[src/rtl/pwl_pkg.sv]
// Shared constants and the coefficient-pair type for the piecewise-linear evaluator.
// The evaluator's rounding option is selected by the PWL_ROUND_EN macro.
package pwl_pkg;

    localparam int PWL_WI   = 8;
    localparam int PWL_WF   = 8;
    localparam int PWL_NSEG = 16;
    localparam int PWL_W    = PWL_WI + PWL_WF;

    typedef struct packed {
        logic [PWL_W-1:0] slope;
        logic [PWL_W-1:0] icpt;
    } coef_t;

endpackage

[src/rtl/pwl_coef_table.sv]
// Coefficient table: one synchronous write port, one combinational read port.
// A read of the entry being written in the same cycle returns the old contents.
module pwl_coef_table
    import pwl_pkg::*;
#(
    parameter int NSEG = PWL_NSEG,
    parameter int AW   = $clog2(NSEG)
) (
    input  logic          clk,
    input  logic          rst,
    input  logic          we,
    input  logic [AW-1:0] waddr,
    input  coef_t         wdata,
    input  logic [AW-1:0] raddr,
    output coef_t         rdata
);

    coef_t mem [NSEG];

    always_ff @(posedge clk or posedge rst) begin
        if (rst) begin
            for (int i = 0; i < NSEG; i++) begin
                mem[i] <= '0;
            end
        end else if (we) begin
            mem[waddr] <= wdata;
        end
    end

    assign rdata = mem[raddr];

endmodule

[src/rtl/segment_evaluator.sv]
// Three-stage piecewise-linear evaluator: y = sat(((x * slope) >>> WF) + icpt).
// Define PWL_ROUND_EN to round half up before the WF shift instead of truncating.
module segment_evaluator
    import pwl_pkg::*;
#(
    parameter int WI   = PWL_WI,
    parameter int WF   = PWL_WF,
    parameter int NSEG = PWL_NSEG,
    localparam int W   = WI + WF,
    localparam int AW  = $clog2(NSEG)
) (
    input  logic          clk,
    input  logic          rst,
    input  logic [W-1:0]  x_in,
    input  logic [5:0]    seg_in,
    input  logic          in_valid,
    output logic          in_ready,
    output logic [W-1:0]  y_out,
    output logic          seg_err,
    output logic          out_valid,
    input  logic          out_ready,
    input  logic          coef_we,
    input  logic [AW-1:0] coef_addr,
    input  logic [W-1:0]  coef_slope,
    input  logic [W-1:0]  coef_icpt
);

    // Product of a zero-extended x (W+1 bits) and a signed slope (W bits).
    localparam int PW = 2 * W + 1;
    localparam logic signed [PW:0] MAX_V = {{(PW + 2 - W){1'b0}}, {(W - 1){1'b1}}};
    localparam logic signed [PW:0] MIN_V = {{(PW + 2 - W){1'b1}}, {(W - 1){1'b0}}};

    // Handshake: a beat moves on either side only when valid && ready in the same
    // cycle. The whole pipe shares one enable, so a stalled output freezes every
    // stage and back-pressures the input in the same cycle; bubbles stay in place.
    logic en;
    assign en       = !out_valid || out_ready;
    assign in_ready = en;

    logic          seg_over;
    logic [AW-1:0] rd_addr;
    coef_t         wr_pair;
    coef_t         rd_pair;

    assign seg_over = {26'd0, seg_in} >= 32'(NSEG);
    assign rd_addr  = seg_over ? AW'(NSEG - 1) : seg_in[AW-1:0];
    assign wr_pair  = {coef_slope, coef_icpt};

    pwl_coef_table #(
        .NSEG (NSEG),
        .AW   (AW)
    ) u_table (
        .clk   (clk),
        .rst   (rst),
        .we    (coef_we),
        .waddr (coef_addr),
        .wdata (wr_pair),
        .raddr (rd_addr),
        .rdata (rd_pair)
    );

    logic                 v1;
    logic [W-1:0]         x1;
    logic signed [W-1:0]  slope1;
    logic signed [W-1:0]  icpt1;
    logic                 err1;

    logic                 v2;
    logic signed [PW-1:0] prod2;
    logic signed [W-1:0]  icpt2;
    logic                 err2;

    // S1: coefficient fetch
    always_ff @(posedge clk or posedge rst) begin
        if (rst) begin
            v1     <= 1'b0;
            x1     <= '0;
            slope1 <= '0;
            icpt1  <= '0;
            err1   <= 1'b0;
        end else if (en) begin
            v1     <= in_valid;
            x1     <= x_in;
            slope1 <= rd_pair.slope;
            icpt1  <= rd_pair.icpt;
            err1   <= seg_over;
        end
    end

    // S2: full-precision multiply
    always_ff @(posedge clk or posedge rst) begin
        if (rst) begin
            v2    <= 1'b0;
            prod2 <= '0;
            icpt2 <= '0;
            err2  <= 1'b0;
        end else if (en) begin
            v2    <= v1;
            prod2 <= PW'($signed({1'b0, x1})) * PW'(slope1);
            icpt2 <= icpt1;
            err2  <= err1;
        end
    end

    logic signed [PW:0] rnd;
    logic signed [PW:0] prod_ext;
    logic signed [PW:0] shifted;
    logic signed [PW:0] sum;
    logic [W-1:0]       y_next;

    always_comb begin
        rnd = '0;
`ifdef PWL_ROUND_EN
        rnd[WF-1] = 1'b1;
`endif
        prod_ext = $signed({prod2[PW-1], prod2});
        shifted  = (prod_ext + rnd) >>> WF;
        sum      = shifted + $signed({{(PW + 1 - W){icpt2[W-1]}}, icpt2});
        if (sum > MAX_V) begin
            y_next = MAX_V[W-1:0];
        end else if (sum < MIN_V) begin
            y_next = MIN_V[W-1:0];
        end else begin
            y_next = sum[W-1:0];
        end
    end

    // S3: add, round, saturate
    always_ff @(posedge clk or posedge rst) begin
        if (rst) begin
            out_valid <= 1'b0;
            y_out     <= '0;
            seg_err   <= 1'b0;
        end else if (en) begin
            out_valid <= v2;
            y_out     <= y_next;
            seg_err   <= err2;
        end
    end

endmodule
[config.mk]
export PLATFORM = sky130hd
export DESIGN_NAME = segment_evaluator
export DESIGN_NICKNAME = d
export VERILOG_FILES = /design/src/rtl/pwl_pkg.sv /design/src/rtl/pwl_coef_table.sv /design/src/rtl/segment_evaluator.sv
export SDC_FILE = /design/constraint.sdc
export NUM_CORES = 2
export LEC_CHECK = 0
export ABC_CLOCK_PERIOD_IN_PS = 38400
export BUFFER_PORTS_ARGS = -buffer_cell sky130_fd_sc_hd__buf_4
export CAP_MARGIN = 20
export CORE_MARGIN = 1
export CORE_UTILIZATION = 50
export CTS_BUF_LIST = sky130_fd_sc_hd__clkbuf_8
export DETAILED_ROUTE_END_ITERATION = 6
export GPL_TIMING_DRIVEN = 0
export PLACE_DENSITY_LB_ADDON = 0.3
export RECOVER_POWER = 100
export SLEW_MARGIN = 20
export SYNTH_ARGS = -nofsm -noshare
export SYNTH_HDL_FRONTEND = slang
export SYNTH_HIERARCHICAL = 1
export SYNTH_SLANG_ARGS = --single-unit
[constraint.sdc]
create_clock -name clk -period 38.4 [get_ports clk]
set_input_delay 1.92 -clock clk [delete_from_list [all_inputs] [get_ports clk]]
set_output_delay 1.92 -clock clk [all_outputs]
set_load 0.02 [all_outputs]
# ---- Word level (Yosys, flattened, before mapping)
# Index checks and enable logic that the tools add are counted.
dict set report word_totals {
  reg_bits 631
  input_bits 63
  output_inout_bits 19
  word_cells 66
}
dict set report op_classes {
  n_addsub 1
  mul 1
  magnitude_cmp 6
  muxes 9
  n_bitwise 2
  reduce_logical 3
}
# op n
set op_table {}
lappend op_table {{512-bit bitwise mux} 1}
lappend op_table {{32-bit binary-select mux with 4-bit select} 1}
lappend op_table {{32-bit demux with 4-bit select} 1}
lappend op_table {{32-bit 2-to-1 mux} 3}
lappend op_table {{17-bit by 16-bit multiplier with 33-bit output} 1}
lappend op_table {{16-bit 2-to-1 mux} 2}
lappend op_table {{25-bit by 16-bit adder with 26-bit output} 1}
lappend op_table {{26-bit by 16-bit greater-than comparator with 1-bit output (second input constant)} 1}
lappend op_table {{26-bit by 16-bit < comparator with 1-bit output (second input constant)} 1}
lappend op_table {{5-bit greater-or-equal comparator (second input constant)} 2}
lappend op_table {{4-bit inverter with 5-bit output} 2}
lappend op_table {{6-bit by 5-bit greater-or-equal comparator with 1-bit output (second input constant)} 1}
lappend op_table {{5-bit by 1-bit < comparator with 1-bit output (second input constant)} 1}
lappend op_table {{4-bit 2-to-1 mux} 1}
lappend op_table {{1-bit logical AND} 1}
lappend op_table {{1-bit logical NOT} 1}
lappend op_table {{1-bit logical OR} 1}

# ---- Logic depth before layout (Yosys ltp)
dict set report logic_depth {
  word_depth 6
  mapped_depth 25
  depth_no_buf 23
}

# ---- Cells and area by module
# The synthesis kept the hierarchy.
# mod instances cells_per_inst area_per_inst_um2
set modules_own_cells {}
lappend modules_own_cells {pwl_coef_table 1 1410 22945.8}
lappend modules_own_cells {segment_evaluator 1 1598 13930.9}

# ---- Least setup slack after synthesis
# Ideal clock, no wire load.
dict set report synth_path {
  kind {flip-flop to flip-flop}
  start {reg slope1[7]}
  end {reg prod2[26]}
  setup_ns 0.120
  t_arrival_ns 6.203
  t_required_ns 38.280
  setup_slack_ns 32.077
  stages_incl_launch_ff 25
  path_buffers 2
  synth_period_minus_slack_ns 6.323
  path_cell_list {dfrtp_1 > clkbuf_1 > clkbuf_1 > nand2_1 > fa_1 > inv_1 > fa_1 > inv_1 > fa_1 > inv_1 > fa_1 > fa_1 > inv_1 > fa_1 > inv_1 > ha_1 > a21o_1 > a221o_1 > and3_1 > nor2_1 > a21boi_0 > o21a_1 > o21a_1 > or3_1 > a31o_2}
}
dict set report synth_via {
  elab_chain_cells 1
}
# element line_no
set synth_rtl {}
lappend synth_rtl {{from (decl)} segment_evaluator.sv:64} ;# logic signed [W-1:0] slope1;
lappend synth_rtl {{from (signal assigned)} segment_evaluator.sv:84} ;# slope1 <= rd_pair.slope;
lappend synth_rtl {{17-bit by 16-bit multiplier with 33-bit output} segment_evaluator.sv:99} ;# prod2 <= PW'($signed({1'b0, x1})) * PW'(slope1);
lappend synth_rtl {{to (signal assigned)} segment_evaluator.sv:99}
lappend synth_rtl {{to (decl)} segment_evaluator.sv:69} ;# logic signed [PW-1:0] prod2;
# Every way passes these cells.
# A chain may end at the register's enable or synchronous reset.

==> impl_metrics.env <==
export IMPL_status="finished with violations"
export IMPL_violations="max-capacitance violations, max-slew violations"
export IMPL_ys_types=61
export IMPL_dieWidth_um=273.6
export IMPL_r2r_cells=24
export IMPL_grt_max_degree=118
export IMPL_whs_path_depth=2
export IMPL_avgSynthCellArea_um2=12.26
export IMPL_nFillCells=6088
export IMPL_clkSlewWorstSetupHoldPaths_ns=0.06
export IMPL_fp_dieArea_um2=74840
export IMPL_hold_viol=0
export IMPL_grt_pass1_wl_um=152100
export IMPL_cp_required_ns=37.77
export IMPL_cts_max_level=3
export IMPL_cts_tree="yes"
export IMPL_dp_cells=4051
export IMPL_cts_resized=0
export IMPL_synth_nets=3409
export IMPL_max_freq_mhz=63.59
export IMPL_postCtsHoldBufs=0
export IMPL_async_flop_share=1.000
export IMPL_cpPeakStageDelay_ns=4.37
export IMPL_synthToLayoutAreaGrowth_pct=9.975
export IMPL_slew_violations=603
export IMPL_io_pins=82
export IMPL_antenna_found_initial=4
export IMPL_cts_buffers=103
export IMPL_ant_nets=0
export IMPL_crit_cells=5
export IMPL_cp_arrival_ns=15.09
export IMPL_fin_crit_sh=0.4095
export IMPL_finalNonFillerCells=4236
export IMPL_clock_path_buffers=3
export IMPL_worstSetupPathType="primary input to asynchronous set/reset pin"
export IMPL_postCtsSetupRepairBufs=0
export IMPL_rsz0062_at_grt="no"
export IMPL_drt_wl_total_um=97820
export IMPL_ys_flop_type="dfrtp_1"
export IMPL_clkLatencyLatePin_ns=0.71
export IMPL_setup_tns_ns=0
export IMPL_setup_viol=0
export IMPL_period_minus_slack_ns=15.73
export IMPL_yosys_warnings=6
export IMPL_row_count=99
export IMPL_relSlewSlack=-2.913
export IMPL_gp_congestion=0.9178
export IMPL_final_layout_size_suffix_gt1_frac=0.2562
export IMPL_nets=3598
export IMPL_clock_sinks=623
export IMPL_worst_path_max_fanout=117
export IMPL_track_usage=0.2694
export IMPL_drc=0
export IMPL_drtPass1Iterations=6
export IMPL_r2r_slack_ns=30.67
export IMPL_synth_cells=3008
export IMPL_grt_pass1_vias=25942
export IMPL_grt_overflow=0
export IMPL_io_buffers=78
export IMPL_synth_edf_count=0
export IMPL_die_h_um=273.6
export IMPL_drv_cap=7
export IMPL_worst_path_buf_inv=5
export IMPL_hold_class="flip-flop to flip-flop"
export IMPL_synth_area_um2=36880
export IMPL_fin_worst_skew_ns=0.02591
export IMPL_worstMarginPinSlew_ns=5.870
export IMPL_coreArea_um2=72960
export IMPL_crit_family="buffers and inverters"
export IMPL_start_util=0.5054
export IMPL_ys_ff_latch=623
export IMPL_vias=24259
export IMPL_crit_path_frequent_cell="clkbuf_1"
export IMPL_crit_slowest_cell="clkbuf_1"
export IMPL_drt_initial_drc_count=1660
export IMPL_via_per_inst=5.727
export IMPL_crit_chain="clkbuf_1, clkinvlp_2, clkbuf_1, clkbuf_1, clkbuf_1"
export IMPL_wl_per_cell_um=23.09
export IMPL_cp_start_kind="primary input"
export IMPL_dp_final_hpwl_um=72360
export IMPL_synth_seq_area_share=0.4228
export IMPL_cts_root_buf="clkbuf_8"
export IMPL_endpoint_kind="asynchronous set/reset pin"
[cell usage in the layout, fill, tap and decap left out, types with 4 or more instances in the layout]
| master | n |
|---|---|
| a211oi_1 | 5 |
| a21o_1 | 13 |
| a21oi_1 | 56 |
| a21oi_2 | 6 |
| a22oi_1 | 64 |
| a31oi_1 | 4 |
| and2_1 | 121 |
| and3_1 | 5 |
| buf_2 | 14 |
| buf_4 | 56 |
| clkbuf_1 | 205 |
| clkbuf_8 | 137 |
| clkinv_2 | 10 |
| dfrtp_1 | 623 |
| fa_1 | 194 |
| ha_1 | 144 |
| inv_1 | 285 |
| mux2_1 | 46 |
| mux2_2 | 464 |
| mux4_2 | 128 |
| nand2_1 | 411 |
| nand2b_1 | 9 |
| nand3_1 | 9 |
| nand3b_1 | 4 |
| nand4_1 | 9 |
| nor2_1 | 69 |
| nor2b_1 | 8 |
| nor3_1 | 23 |
| o21a_1 | 12 |
| o21ai_0 | 27 |
| o31ai_1 | 9 |
| or3_1 | 9 |
| xnor2_1 | 18 |
| xor2_1 | 20 |
[cell families (layout without fill, tap and decap cells)]
kind of cell,after synthesis,count (layout),share of synthesized area
simple gates,691,691,0.08523
mux,644,644,0.2387
flops,623,623,0.4228
buf+inv,453,720,0.04920
fa+ha+maj,338,338,0.1542
compound gates,221,221,0.04092
xor+xnor,38,38,0.009025
other cells,0,2,0
[path summary, 6_finish.rpt]
check | from | end
worst max register to register | slope1[8] | prod2[26]
worst max-delay path | rst | u_table/mem[13]
worst min register to register | v2 | v2
min in group asynchronous | rst | u_table/mem[486]
worst min-delay path | v2 | v2
max in group clk | slope1[8] | prod2[26]
[worst min-delay path: stages, from the launching register on]
cell and delay (ns):
dfrtp_1 0.34, nand2_1 0.05, nand2_1 0.05
[through the flow]
stage                     instance area [um2]  hold slack (ns)  utilization  setup slack (ns)
after global placement                  38660           0.4521       0.5299             18.26
final                                   40560           0.4657       0.5559             22.67
after detailed placement                38840           0.4523       0.5324             30.81
after global routing                    40550           0.4897       0.5558             19.72
after floorplan                         36880           0.4300            -             22.18
after CTS                               41030           0.4663       0.5624             30.78
[flip-flops by register name, indices dropped and copies added, names as in the netlist]
register / cells
prod2: 25
v2: 1
v1: 1
icpt2: 16
icpt1: 16
err1: 1
seg_err: 1
x1: 16
slope1: 16
err2: 1
y_out: 16
out_valid: 1
u_table/mem: 512
[layout make-up]
type	instances	area, um2	share of cell area
clock inverter	46	305.3	0.007528
inverter	261	982.2	0.02422
buffer	192	738.2	0.01820
antenna	2	5.005	0.0001234
clock buffer	137	1886	0.04649
tap	959	1200	0.02959
sequential	623	15590	0.3844
timing repair buffer	84	529.3	0.01305
multi-input combinational	1932	19320	0.4764
[synthesized netlist by cell type (all sizes together), types with 2 or more instances]
master,count,area share
a211oi,5,0.0010
a21boi,3,0.00061
a21o,14,0.0031
a21oi,62,0.0094
a22oi,64,0.013
a2bb2oi,2,0.00048
a311oi,2,0.00064
a31o,3,0.00071
a31oi,4,0.00068
and2,121,0.021
and3,5,0.00085
and4,3,0.00071
buf,67,0.0099
clkbuf,125,0.013
dfrtp,623,0.42
fa,194,0.11
ha,144,0.049
inv,261,0.027
mux2,513,0.16
mux2i,3,0.00081
mux4,128,0.078
nand2,412,0.042
nand2b,9,0.0015
nand3,9,0.0012
nand3b,4,0.00081
nand4,9,0.0015
nor2,69,0.0070
nor2b,8,0.0014
nor3,24,0.0038
nor3b,2,0.00041
nor4,2,0.00075
o211a,2,0.00054
o211ai,2,0.00041
o21a,12,0.0024
o21ai,27,0.0037
o21bai,3,0.00061
o31a,2,0.00048
o31ai,9,0.0018
or3,10,0.0018
or4,2,0.00041
xnor2,18,0.0043
xor2,20,0.0048
[routing by layer]
layer  vias to the layer above  global-route usage  wire length (um)
li1                      10607                   -                 -
met1                     12668              0.3466             40310
met2                       767              0.4438             47510
met3                       215             0.05237              5964
met4                         2              0.1172              4018
met5                         -                   0                 8
Power is left out: the tool's default activity adds up to more than one toggle a clock period on the data nets, which glitch-free logic cannot reach.
